===== config.mk =====
export PLATFORM = sky130hd
export DESIGN_NAME = barrel_shift_or
export DESIGN_NICKNAME = d
export VERILOG_FILES = /design/src/rtl/barrel_pkg.sv /design/src/rtl/barrel_log_shifter.sv /design/src/rtl/barrel_shift_or.sv
export SDC_FILE = /design/constraint.sdc
export NUM_CORES = 1
export LEC_CHECK = 0
export CORE_MARGIN = 2
export CORE_UTILIZATION = 45
export CTS_CLUSTER_DIAMETER = 120
export DETAILED_ROUTE_END_ITERATION = 10
export PLACE_DENSITY = 0.73
export SLEW_MARGIN = 15
export SYNTH_ARGS = -nofsm -noshare
export SYNTH_HDL_FRONTEND = slang
export SYNTH_HIERARCHICAL = 1
export SYNTH_SLANG_ARGS = --single-unit

===== constraint.sdc =====
create_clock -name clk -period 1.7 [get_ports clk]
set_input_delay 0.17 -clock clk [delete_from_list [all_inputs] [get_ports clk]]
set_output_delay 0.17 -clock clk [all_outputs]
set_load 0.03 [all_outputs]

===== src/rtl/barrel_pkg.sv =====
// barrel_pkg: shared widths, types and a reference
// model for the shift-OR datapath stage.
package barrel_pkg;

  localparam int WIDTH = 8;
  localparam int SEL_W = 3;

  typedef logic [WIDTH-1:0] data_t;
  typedef logic [SEL_W-1:0] sel_t;

  typedef enum logic {
    DIR_LEFT,
    DIR_RIGHT
  } dir_e;

  function automatic data_t shift_or(
    data_t d,
    sel_t  s
  );
    return (d << s) | (d >> s);
  endfunction

endpackage


===== src/rtl/barrel_log_shifter.sv =====
// barrel_log_shifter: combinational logical shifter,
// one stage per sel bit (shift by 1, 2, 4).
module barrel_log_shifter
  import barrel_pkg::*;
#(
  parameter dir_e DIR = DIR_LEFT
) (
  input  logic [WIDTH-1:0] data_in,
  input  logic [SEL_W-1:0] sel,
  output logic [WIDTH-1:0] data_out
);

  logic [WIDTH-1:0] stage [SEL_W+1];

  assign stage[0] = data_in;

  for (genvar i = 0; i < SEL_W; i++) begin : g_stage
    if (DIR == DIR_LEFT) begin : g_left
      assign stage[i+1] = sel[i]
        ? (stage[i] << (1 << i))
        : stage[i];
    end else begin : g_right
      assign stage[i+1] = sel[i]
        ? (stage[i] >> (1 << i))
        : stage[i];
    end
  end

  assign data_out = stage[SEL_W];

endmodule


===== src/rtl/barrel_shift_or.sv =====
// barrel_shift_or: load-enabled register capturing
// (d << s) | (d >> s); bits past either end drop.
module barrel_shift_or
  import barrel_pkg::*;
(
  input  logic             clk,
  input  logic             reset,
  input  logic             Load,
  input  logic [SEL_W-1:0] sel,
  input  logic [WIDTH-1:0] data_in,
  output logic [WIDTH-1:0] data_out
);

  logic [WIDTH-1:0] left;
  logic [WIDTH-1:0] right;
  logic [WIDTH-1:0] combined;

  barrel_log_shifter #(
    .DIR(DIR_LEFT)
  ) u_left (
    .data_in (data_in),
    .sel     (sel),
    .data_out(left)
  );

  barrel_log_shifter #(
    .DIR(DIR_RIGHT)
  ) u_right (
    .data_in (data_in),
    .sel     (sel),
    .data_out(right)
  );

  assign combined = left | right;

  always_ff @(posedge clk or negedge reset) begin
    if (!reset) begin
      data_out <= '0;
    end else if (Load) begin
      data_out <= combined;
    end
  end

endmodule


* Yosys cells after proc, flatten, opt, wreduce, memory -nomap -nowiden *
Cells that the tools add are included.

cells by class
  bitwise operators = 1
  muxes and demuxes = 6

operator list
  cell               count
  8-bit two-way mux  6
  8-bit bitwise OR   1

word-level totals
  output and inout bits = 8
  bits in registers = 8

* Depth between registers and ports, before layout *
Gate-level depths: netlist (run 1).

  depth in word-level cells = 4
  gate-level depth with buffers = 6
  mapped depth without buffers = 5

* By module *
Netlist (run 1), hierarchy kept.

modules (own cells, without submodules)
  module                         seq. area each (µm²)  instances  area an instance (µm²)  cells each
  barrel_shift_or                200.2                 1          344.1                   34
  barrel_log_shifter at u_left   0.0                   1          274.0                   28
  barrel_log_shifter at u_right  0.0                   1          250.2                   28

* Least setup slack after synthesis (run 1) *
No wires, ideal clock.

  kind = input to register
  start point = in sel[2]
  end point = reg data_out[7]
  arrival = 1.169 ns
  setup slack = 0.410 ns
  data required time = 1.579 ns
  stages on the path = 5
  cell sequence = buf_6 -> mux2_4 -> mux4_2 -> nor2_1 -> a21oi_1

on the way
  word-level cells in the longest chain between the ends = 2

RTL lines
  item                    RTL line                  text
  start: declaration      barrel_shift_or.sv:9      input logic [SEL_W-1:0] sel,
  8-bit two-way mux       barrel_log_shifter.sv:20  ? (stage[i] << (1 << i))
  via left[7]             barrel_shift_or.sv:14     logic [WIDTH-1:0] left;
  8-bit bitwise OR        barrel_shift_or.sv:34     assign combined = left | right;
  end signal: assignment  barrel_shift_or.sv:40     data_out <= combined;
  end: declaration        barrel_shift_or.sv:11     output logic [WIDTH-1:0] data_out

The timed path passes the listed nets, and every way through them passes these cells.
A chain may end at the register's enable or synchronous reset.

* Final worst setup path (run 1) *
  start point = in sel[0]
  end point = reg data_out[4]

on the way
  word-level cells in the longest chain between the ends = 4

RTL lines
  item                            RTL line                  text
  8-bit two-way mux (3 in a row)  barrel_log_shifter.sv:24  ? (stage[i] >> (1 << i))
  via right[4]                    barrel_shift_or.sv:15     logic [WIDTH-1:0] right;
  8-bit bitwise OR                barrel_shift_or.sv:34

The timed path passes the listed nets, and every way through them passes these cells.

==> results of run 1 <==
timing repair:
item | CTS | global route
gates resized for setup | 1 | 1
setup endpoints to repair | 2 | 2
hold endpoints to repair | 0 | 0
setup buffers | 0 | 0
gates cloned | 0 | 1
how the worst max path moves through the flow:
stage | endpoint | slack (ns) | depth (start not counted) | start
global placement | data_out[7]$_DFFE_PN0P_ | -0.22 | 6 | sel[2]
CTS | data_out[7]$_DFFE_PN0P_ | 0.007 | 6 | sel[2]
finish | data_out[4]$_DFFE_PN0P_ | 0.12 | 7 | sel[0]
floorplan | data_out[7]$_DFFE_PN0P_ | 0.41 | 5 | sel[2]
global route | data_out[4]$_DFFE_PN0P_ | 0.06 | 7 | sel[0]
detailed placement | data_out[7]$_DFFE_PN0P_ | -0.27 | 6 | sel[2]
per-layer routing:
metal | wire, um | up-vias | GRT usage | share of wire
li1 | - | 396 | - | -
met1 | 987 | 379 | 0.2665 | 0.47
met2 | 1070 | 10 | 0.3573 | 0.51
met3 | 48 | 0 | 0.04528 | 0.023
met4 | 0 | 0 | 0.03243 | 0
met5 | 0 | - | 0 | 0
synth_stat cells (2+ instances only):
cell type,n
nor2_1,16
mux2i_1,12
dfrtp_1,8
a21oi_1,6
buf_6,4
mux2_2,4
mux2_4,4
a211oi_1,3
a21oi_2,3
buf_2,3
mux4_2,3
nor2_2,3
nor3_1,3
o21a_1,3
o21ai_0,3
nand2b_1,2
nand3b_1,2
nor2b_1,2
cell type report:
class                   count  area [sq um]
clock buffers               3         22.52
fillers                   155         560.5
multi-input cells          74         588.1
flip-flops and latches      8         200.2
well taps                  25         31.28
repair buffers             39         361.6
per-stage QoR:
| step | hold slack (ns) | setup TNS (ns) | utilization | setup WS [ns] | instance area [sq um] |
|---|---|---|---|---|---|
| 6_report | 0.1925 | 0 | 0.6823 | 0.1177 | 1204 |
| 5_1_grt | 0.2036 | 0 | 0.6823 | 0.06053 | 1204 |
| 4_1_cts | 0.1930 | 0 | 0.6780 | 0.007328 | 1196 |
| 3_5_place_dp | 0.4681 | -1.101 | 0.6631 | -0.2740 | 1170 |
| 3_3_place_gp | 0.4674 | -0.8630 | 0.6631 | -0.2222 | 1170 |
| 2_1_floorplan | -0.1256 | 0 | - | 0.4100 | 868.3 |
logic make-up after synthesis:
| family | count (synthesis) | share of synthesized area |
|---|---|---|
| compound gates | 20 | 0.1571 |
| buf+inv | 8 | 0.09221 |
| flops | 8 | 0.2305 |
| mux | 23 | 0.3372 |
| simple gates | 31 | 0.1830 |
power breakdown:
| part | internal, mW | leakage [nW] | total [mW] | switching, mW |
|---|---|---|---|---|
| clock | 0.0806 | 0.0138 | 0.142 | 0.0617 |
| sequential | 0.216 | 0.0884 | 0.231 | 0.0148 |
| combinational | 0.183 | 0.414 | 0.361 | 0.178 |
==> results.json, run 1 <==
{
  "status": "completed",
  "max_freq_mhz": 632.0,
  "finalHoldViolations": 0,
  "path_cells": "clkdlybuf4s50_1, buf_4, mux2i_1, nor2b_1, a211oi_1, nor2_1, a21oi_2",
  "cts_made_buffers": 3,
  "power_uw": 734.7,
  "crit_type": "primary input to register",
  "crit_slowest_cell": "clkdlybuf4s50_1",
  "ios": 22,
  "rsz0062_at_grt": "false",
  "required_ns": 1.81,
  "cellPowerDensity_nw_per_um2": 610.4,
  "regMostFlops": "data_out",
  "num_vias": 785,
  "setup_viol": 0,
  "ys_types": 24,
  "grt_usage": 0.2063,
  "cp_max_fo": 7,
  "fin_crit_sh": 0.9308,
  "start_kind": "primary input",
  "worstPathArrival_ns": 1.69,
  "syn2layout_area_growth_pct": 38.62,
  "vdd_drop_max_mv": 0.6145,
  "first_global_vias": 755,
  "hold_class": "primary input to async pin",
  "synth_top_flop_cell": "dfrtp_1",
  "cts-root-buf": "clkbuf_4",
  "cp-end-kind": "register",
  "synth-seq-cells": 8,
  "h-tree-depth": 1,
  "finClkSkew_ns": 0,
  "std_cell_rows": 15,
  "async_reset_ff_frac": 1.000,
  "drv_slew": 0,
  "synth_seq_area_share": 0.2305,
  "place_congestion": 0.8056,
  "first_pass_iters": 4,
  "drtIter0Drc": 20,
  "vias_per_cell": 5.268,
  "layout_commonest_cell": "clkdlybuf4s50_1",
  "final_cell_count_no_fill": 149,
  "cts_hold_buf": 0,
  "synth_area_leaders": "dfrtp_1, mux2i_1, mux4_2, mux2_4, nor2_1",
  "antenna_found_initial": 0,
  "r2r_cells": 2,
  "reg.largest.list": "data_out (8)",
  "period_needed_ns": 1.582,
  "crit_family": "buffers and inverters",
  "n_antenna_cell": 0,
  "wirelength_um": 2106,
  "die_w_um": 47.93,
  "tightest_slew_ns": 0.6015,
  "tritoncts": "built",
  "slew-limit-headroom": 0.5977,
  "worst-path-buf-inv": 2,
  "port_buffers": 21,
  "synth_nets": 104,
  "clock_latency_ns": 0.25,
  "fin_nets": 140,
  "r2r_slack_ns": 0.99,
  "timing.rr.start": "data_out[6]$_DFFE_PN0P_",
  "ant_nets": 0,
  "syn-cell-area_sq_um": 868.3,
  "cts_buffer_depth": 2,
  "syn-mean-instance-area_sq_um": 9.648,
  "cpPeakStageDelay_ns": 0.57,
  "cap_violations": 0,
  "largest_reg_flops": 8,
  "drc": 0,
  "dieArea_sq_um": 2297,
  "placedCellCount": 145,
  "wl_per_cell_um": 14.13,
  "hpwl_um": 1684,
  "synth_top_area_share": 0.2305,
  "grt_max_degree": 17,
  "yosysTopAreaCell": "dfrtp_1",
  "yosysWarnings": 6,
  "initial_core_util": 0.4922,
  "layout_common_cells": "clkdlybuf4s50_1, nor2_1, buf_4",
  "clkTransAtPathRegs_ns": 0.05,
  "p_leak_nw": 0.5162,
  "globalRoute.totalOverflow": 0,
  "synth_cells": 90,
  "clock-sinks": 8,
  "synth-edff-count": 0,
  "r2r-end": "data_out[6]$_DFFE_PN0P_",
  "grt_pass1_wl_um": 3312,
  "die_height_um": 47.93,
  "drive_gt1_frac": 0.3226,
  "coreArea_sq_um": 1764
}
No activity file was read; power rests on OpenSTA's default activity.
==> run 2, diff against run 1 <==
--- a/config.mk
+++ b/config.mk
@@ -9,8 +9,8 @@
 export CORE_UTILIZATION = 45
 export CTS_CLUSTER_DIAMETER = 120
 export DETAILED_ROUTE_END_ITERATION = 10
+export GPL_TIMING_DRIVEN = 1
 export PLACE_DENSITY = 0.73
-export SLEW_MARGIN = 15
 export SYNTH_ARGS = -nofsm -noshare
 export SYNTH_HDL_FRONTEND = slang
 export SYNTH_HIERARCHICAL = 1
==> results of run 2 <==
The final DEF is identical to that of run 1; final timing and power are the same.
